### src/rtl/ps2_rx.sv
// PS/2 device-to-host receiver: synchronises and de-glitches the raw bus lines,
// deserialises 11-bit frames and strobes out each good scancode byte.
module ps2_rx #(
  parameter int FILTER  = 8,
  parameter int TIMEOUT = 100000
) (
  input  logic       wb_clk,
  input  logic       nreset,
  input  logic       ps2_clk,
  input  logic       ps2_dat,
  output logic [7:0] data,
  output logic       valid,
  output logic       err,
  output logic       busy
);

  localparam int FW = $clog2(FILTER + 1);
  localparam int TW = $clog2(TIMEOUT + 1);

  typedef enum logic [1:0] {IDLE, DATA, PARITY, STOP} state_t;

  // Line 0 is the clock, line 1 is the data.
  logic [1:0] raw;
  logic [1:0] filt;

  assign raw = {ps2_dat, ps2_clk};

  generate
    for (genvar gi = 0; gi < 2; gi++) begin : g_line
      logic          sync1_reg;
      logic          sync2_reg;
      logic          filt_reg;
      logic [FW-1:0] cnt_reg;

      always_ff @(posedge wb_clk) begin
        if (!nreset) begin
          sync1_reg <= 1'b1;
          sync2_reg <= 1'b1;
          filt_reg  <= 1'b1;
          cnt_reg   <= '0;
        end else begin
          sync1_reg <= raw[gi];
          sync2_reg <= sync1_reg;
          if (sync2_reg != filt_reg) begin
            // Level only flips once the disagreement has persisted FILTER samples.
            if (cnt_reg == FW'(FILTER)) begin
              filt_reg <= sync2_reg;
              cnt_reg  <= '0;
            end else begin
              cnt_reg <= cnt_reg + 1'b1;
            end
          end else begin
            cnt_reg <= '0;
          end
        end
      end

      assign filt[gi] = filt_reg;
    end
  endgenerate

  state_t        state_reg, state_next;
  logic [7:0]    shreg_reg, shreg_next;
  logic [2:0]    idx_reg, idx_next;
  logic          acc_reg, acc_next;
  logic          par_ok_reg, par_ok_next;
  logic [7:0]    data_reg, data_next;
  logic          valid_reg, valid_next;
  logic          err_reg, err_next;
  logic [TW-1:0] tcnt_reg, tcnt_next;
  logic          clk_prev_reg;

  logic          fall;
  logic          bit_in;
  logic [TW-1:0] tcnt_inc;
  logic          timeout_hit;

  assign fall        = clk_prev_reg & ~filt[0];
  assign bit_in      = filt[1];
  assign tcnt_inc    = tcnt_reg + 1'b1;
  assign timeout_hit = (tcnt_inc == TW'(TIMEOUT - 1));

  always_ff @(posedge wb_clk) begin
    if (!nreset) begin
      state_reg    <= IDLE;
      shreg_reg    <= '0;
      idx_reg      <= '0;
      acc_reg      <= 1'b0;
      par_ok_reg   <= 1'b0;
      data_reg     <= '0;
      valid_reg    <= 1'b0;
      err_reg      <= 1'b0;
      tcnt_reg     <= '0;
      clk_prev_reg <= 1'b1;
    end else begin
      state_reg    <= state_next;
      shreg_reg    <= shreg_next;
      idx_reg      <= idx_next;
      acc_reg      <= acc_next;
      par_ok_reg   <= par_ok_next;
      data_reg     <= data_next;
      valid_reg    <= valid_next;
      err_reg      <= err_next;
      tcnt_reg     <= tcnt_next;
      clk_prev_reg <= filt[0];
    end
  end

  always_comb begin
    state_next  = state_reg;
    shreg_next  = shreg_reg;
    idx_next    = idx_reg;
    acc_next    = acc_reg;
    par_ok_next = par_ok_reg;
    data_next   = data_reg;
    valid_next  = 1'b0;
    err_next    = 1'b0;
    tcnt_next   = (fall || state_reg == IDLE) ? '0 : tcnt_inc;

    case (state_reg)
      IDLE: begin
        if (fall && !bit_in) begin
          state_next = DATA;
          idx_next   = '0;
          acc_next   = 1'b0;
        end
      end
      DATA: begin
        if (fall) begin
          shreg_next = {bit_in, shreg_reg[7:1]};
          acc_next   = acc_reg ^ bit_in;
          idx_next   = idx_reg + 3'd1;
          if (idx_reg == 3'd7) begin
            state_next = PARITY;
          end
        end
      end
      PARITY: begin
        if (fall) begin
          par_ok_next = acc_reg ^ bit_in;
          state_next  = STOP;
        end
      end
      STOP: begin
        if (fall) begin
          state_next = IDLE;
          if (bit_in && par_ok_reg) begin
            data_next  = shreg_reg;
            valid_next = 1'b1;
          end else begin
            err_next = 1'b1;
          end
        end
      end
      default: state_next = IDLE;
    endcase

    // A fall in the same cycle wins; the frame is still alive.
    if (state_reg != IDLE && !fall && timeout_hit) begin
      state_next = IDLE;
      err_next   = 1'b1;
    end
  end

  assign data  = data_reg;
  assign valid = valid_reg;
  assign err   = err_reg;
  assign busy  = (state_reg != IDLE);

endmodule

### config.mk
export PLATFORM = sky130hd
export DESIGN_NAME = ps2_rx
export DESIGN_NICKNAME = d
export VERILOG_FILES = /design/src/rtl/ps2_rx.sv
export SDC_FILE = /design/constraint.sdc
export NUM_CORES = 1
export LEC_CHECK = 0
export ABC_AREA = 1
export ABC_CLOCK_PERIOD_IN_PS = 3010
export CORE_MARGIN = 10
export CORE_UTILIZATION = 50
export CTS_CLUSTER_DIAMETER = 80
export DETAILED_ROUTE_END_ITERATION = 12
export PLACE_DENSITY = 0.71
export SKIP_CTS_REPAIR_TIMING = 1
export SYNTH_ARGS = -nofsm -noshare
export SYNTH_HDL_FRONTEND = slang
export SYNTH_SLANG_ARGS = --single-unit
### constraint.sdc
create_clock -name wb_clk -period 3.01 [get_ports wb_clk]
set_input_delay 0.903 -clock wb_clk [delete_from_list [all_inputs] [get_ports wb_clk]]
set_output_delay 0.903 -clock wb_clk [all_outputs]
set_load 0.01 [all_outputs]
==> run summary <==
status = complete, no violations
DR WL/cell = 11.24 µm
final setup TNS = 0 ns
number of cell rows = 25
clock skew = 0.005914 ns
Total GRT Usage = 0.1196
worst setup path class = register to output port
Crit path max-delay family = buffers and inverters
Die Wd = 91.36 µm
Clk Latency, worst-skew pair = 0.33 ns
Iter 0 DRT Violations = 100
clk slew on worst S/H paths = 0.06 ns
sinks on the clock net = 57
initial antenna violation count = 0
initial core utilization = 0.5286
mapped cell area = 0.002546 mm²
synth top area cells = dfxtp_1 45%, nand2_1 10%, nor2_1 8.3%, ha_1 6.4%, inv_1 5.3%
vias in the first global route = 1877
Layout Nets = 379
first-pass GRT wire length = 8.293 mm
Yosys top cell by area = dfxtp_1
clock share of power = 0.472
hpwl dp = 3.549 mm
syn_nets = 359
I/O pin cnt = 15
type of destination of the critical path = output port
total power = 1477 µW
slowest CP cell = clkdlybuf4s50_1
slew margin rel. = 0.6574
Max Slew Vio Count = 0
RD Place Congestion = 0.8103
layout cell share with drive strength beyond 1 = 0.09264
Internal = 1168 µW
startpoint types = register
crit path buf inv count = 3
sw frac = 0.2091
Max Root-Sink Buffers = 2
final hold vios = 0
worst-path fanout max = 4
GR Overflow Total = 0
Mean Syn Cell Area = 7.445 µm²
multi-input logic area = 0.001237 mm²
total CTS buffers = 9
Synth warnings = 0
reg2reg setup slack = 1.10 ns
Yosys cell types = 28
Remaining DRCs = 0
Synth top area share = 0.4482
Final min period = 2.555 ns
Pleak = 0.001134 µW
sequential share of power = 0.514
Achievable Freq = 391.4 MHz
Crit path top cell by count = inv_1
Antenna Cells = 0
required time worst endpoint = 2.11 ns
worst min-delay path class = register to register
crit path cell chain = inv_1, ha_1, inv_1, clkdlybuf4s50_1
Vias/cell = 4.866
WP data arrival = 1.65 ns
die area = 0.008347 mm²
Sw Pwr = 308.8 µW
Reg area = 0.001141 mm²
area grow syn2layout = 15.97%
H-tree depth = 3
clk root buf = clkbuf_8
CP max stage delay = 0.55 ns
# setup viols final = 0
PwrDens = 500.1 mW/mm²
RSZ-0062 raised after global routing = false
CTS tree = yes
DIE HEIGHT = 91.36 µm
combinational power share = 0.014
worst slew pin tran = 0.5139 ns
router iterations before antenna repair = 4
Synth Register Bits = 57
Largest register FFs = 17
Worst IR Drop VDD = 0.3659 mV
fillcell total = 451
core box area = 0.004817 mm²
largest net degree at the start of global routing = 18
Finished Layout Cells = 434
fin crit share = 0.8488
Buffers on Ports = 14
Placed Cells = 418
via count = 2112
Cells after Synth = 342
DRT antenna net count = 0
routed wire length = 4.879 mm
sequential element share of the synthesized area = 0.4482
Max Cap Viol = 0
[cell families after synthesis]
group,Yosys count,synth area share
AOI/OAI and AO/OA,48,0.1052
xor gates and xnor gates,7,0.02408
adders and majority gates,13,0.06388
buffers and inverters,44,0.06584
DFF,57,0.4482
and+or+nand+nor,173,0.2929
[metrics by stage]
stage / setup WS (ns) / hold slack, ns / utilization / area [µm²]
floorplan: 1.274 / 0.3925 / - / 2546
global placement: 0.7977 / 0.4016 / 0.5722 / 2756
detailed placement: 0.7921 / 0.4012 / 0.5722 / 2756
CTS: 0.4357 / 0.4259 / 0.6130 / 2953
global route: 0.3381 / 0.4436 / 0.6130 / 2953
finish: 0.4550 / 0.4209 / 0.6130 / 2953
[power by group through the flow]
stage	clock network [µW]	registers [µW]	logic, µW
3_3_place_gp	0	776	20.1
4_1_cts	709	759	20.4
5_1_grt	746	759	22.8
3_5_place_dp	0	776	20.2
6_report	697	759	20.2
2_1_floorplan	0	776	12.9
[cell type report]
cell class | count | area share
Multi-Input combinational cell | 241 | 0.4191
Sequential cell | 57 | 0.3864
Timing Repair Buffer | 16 | 0.05254
Clock buffer | 11 | 0.04788
Inverter | 37 | 0.04703
Tap cell | 67 | 0.02839
Clock inverter | 5 | 0.01864
[routing by layer]
layer	wire, µm	part of all wire	vias up	track usage
li1	-	-	1132	-
met4	69	0.014	0	0.06266
met5	0	0	-	0
met3	208	0.043	8	0.02881
met1	2423	0.50	935	0.1519
met2	2178	0.45	37	0.1832
[Yosys cell counts]
library cell / n
a211o_1: 1
a21oi_1: 18
a21oi_2: 1
buf_1: 1
buf_2: 2
clkbuf_1: 4
dfxtp_1: 57
ha_1: 13
inv_1: 36
inv_2: 1
nand2_1: 71
nand2_2: 3
nand3_1: 22
nand3_2: 2
nand3b_1: 2
nand4_1: 6
nor2_1: 56
nor2_2: 6
nor3_1: 1
o211a_1: 2
o211ai_1: 1
o21ai_0: 18
o21ai_1: 4
o21bai_1: 2
o31ai_1: 1
or2_2: 4
xnor2_1: 3
xor2_1: 4
[layout by cell type (no fill, tap or decap), drive strengths merged]
| cell | Yosys | layout |
|---|---|---|
| nor2 | 62 | 62 |
| o211ai | 1 | 1 |
| clkinvlp | 0 | 2 |
| clkdlybuf4s50 | 0 | 14 |
| clkinv | 0 | 2 |
| a211o | 1 | 1 |
| xor2 | 4 | 4 |
| nand3 | 24 | 24 |
| ha | 13 | 13 |
| o211a | 2 | 2 |
| o31ai | 1 | 1 |
| o21bai | 2 | 2 |
| inv | 37 | 37 |
| nand4 | 6 | 6 |
| nor3 | 1 | 1 |
| xnor2 | 3 | 3 |
| a21oi | 19 | 19 |
| buf | 3 | 2 |
| or2 | 4 | 4 |
| dfxtp | 57 | 57 |
| nand3b | 2 | 2 |
| clkbuf | 4 | 11 |
| o21ai | 22 | 22 |
| nand2 | 74 | 74 |
| bufinv | 0 | 1 |
[final timing paths]
kind / startpoint / end / depth (start not counted)
max: state_reg[0] / busy / 4
min: g_line[1].sync1_reg / g_line[1].sync2_reg / 1
max reg2reg: state_reg[1] / idx_reg[0] / 8
min reg2reg: g_line[1].sync1_reg / g_line[1].sync2_reg / 1
Note: power is estimated with default switching activity, not from simulation.
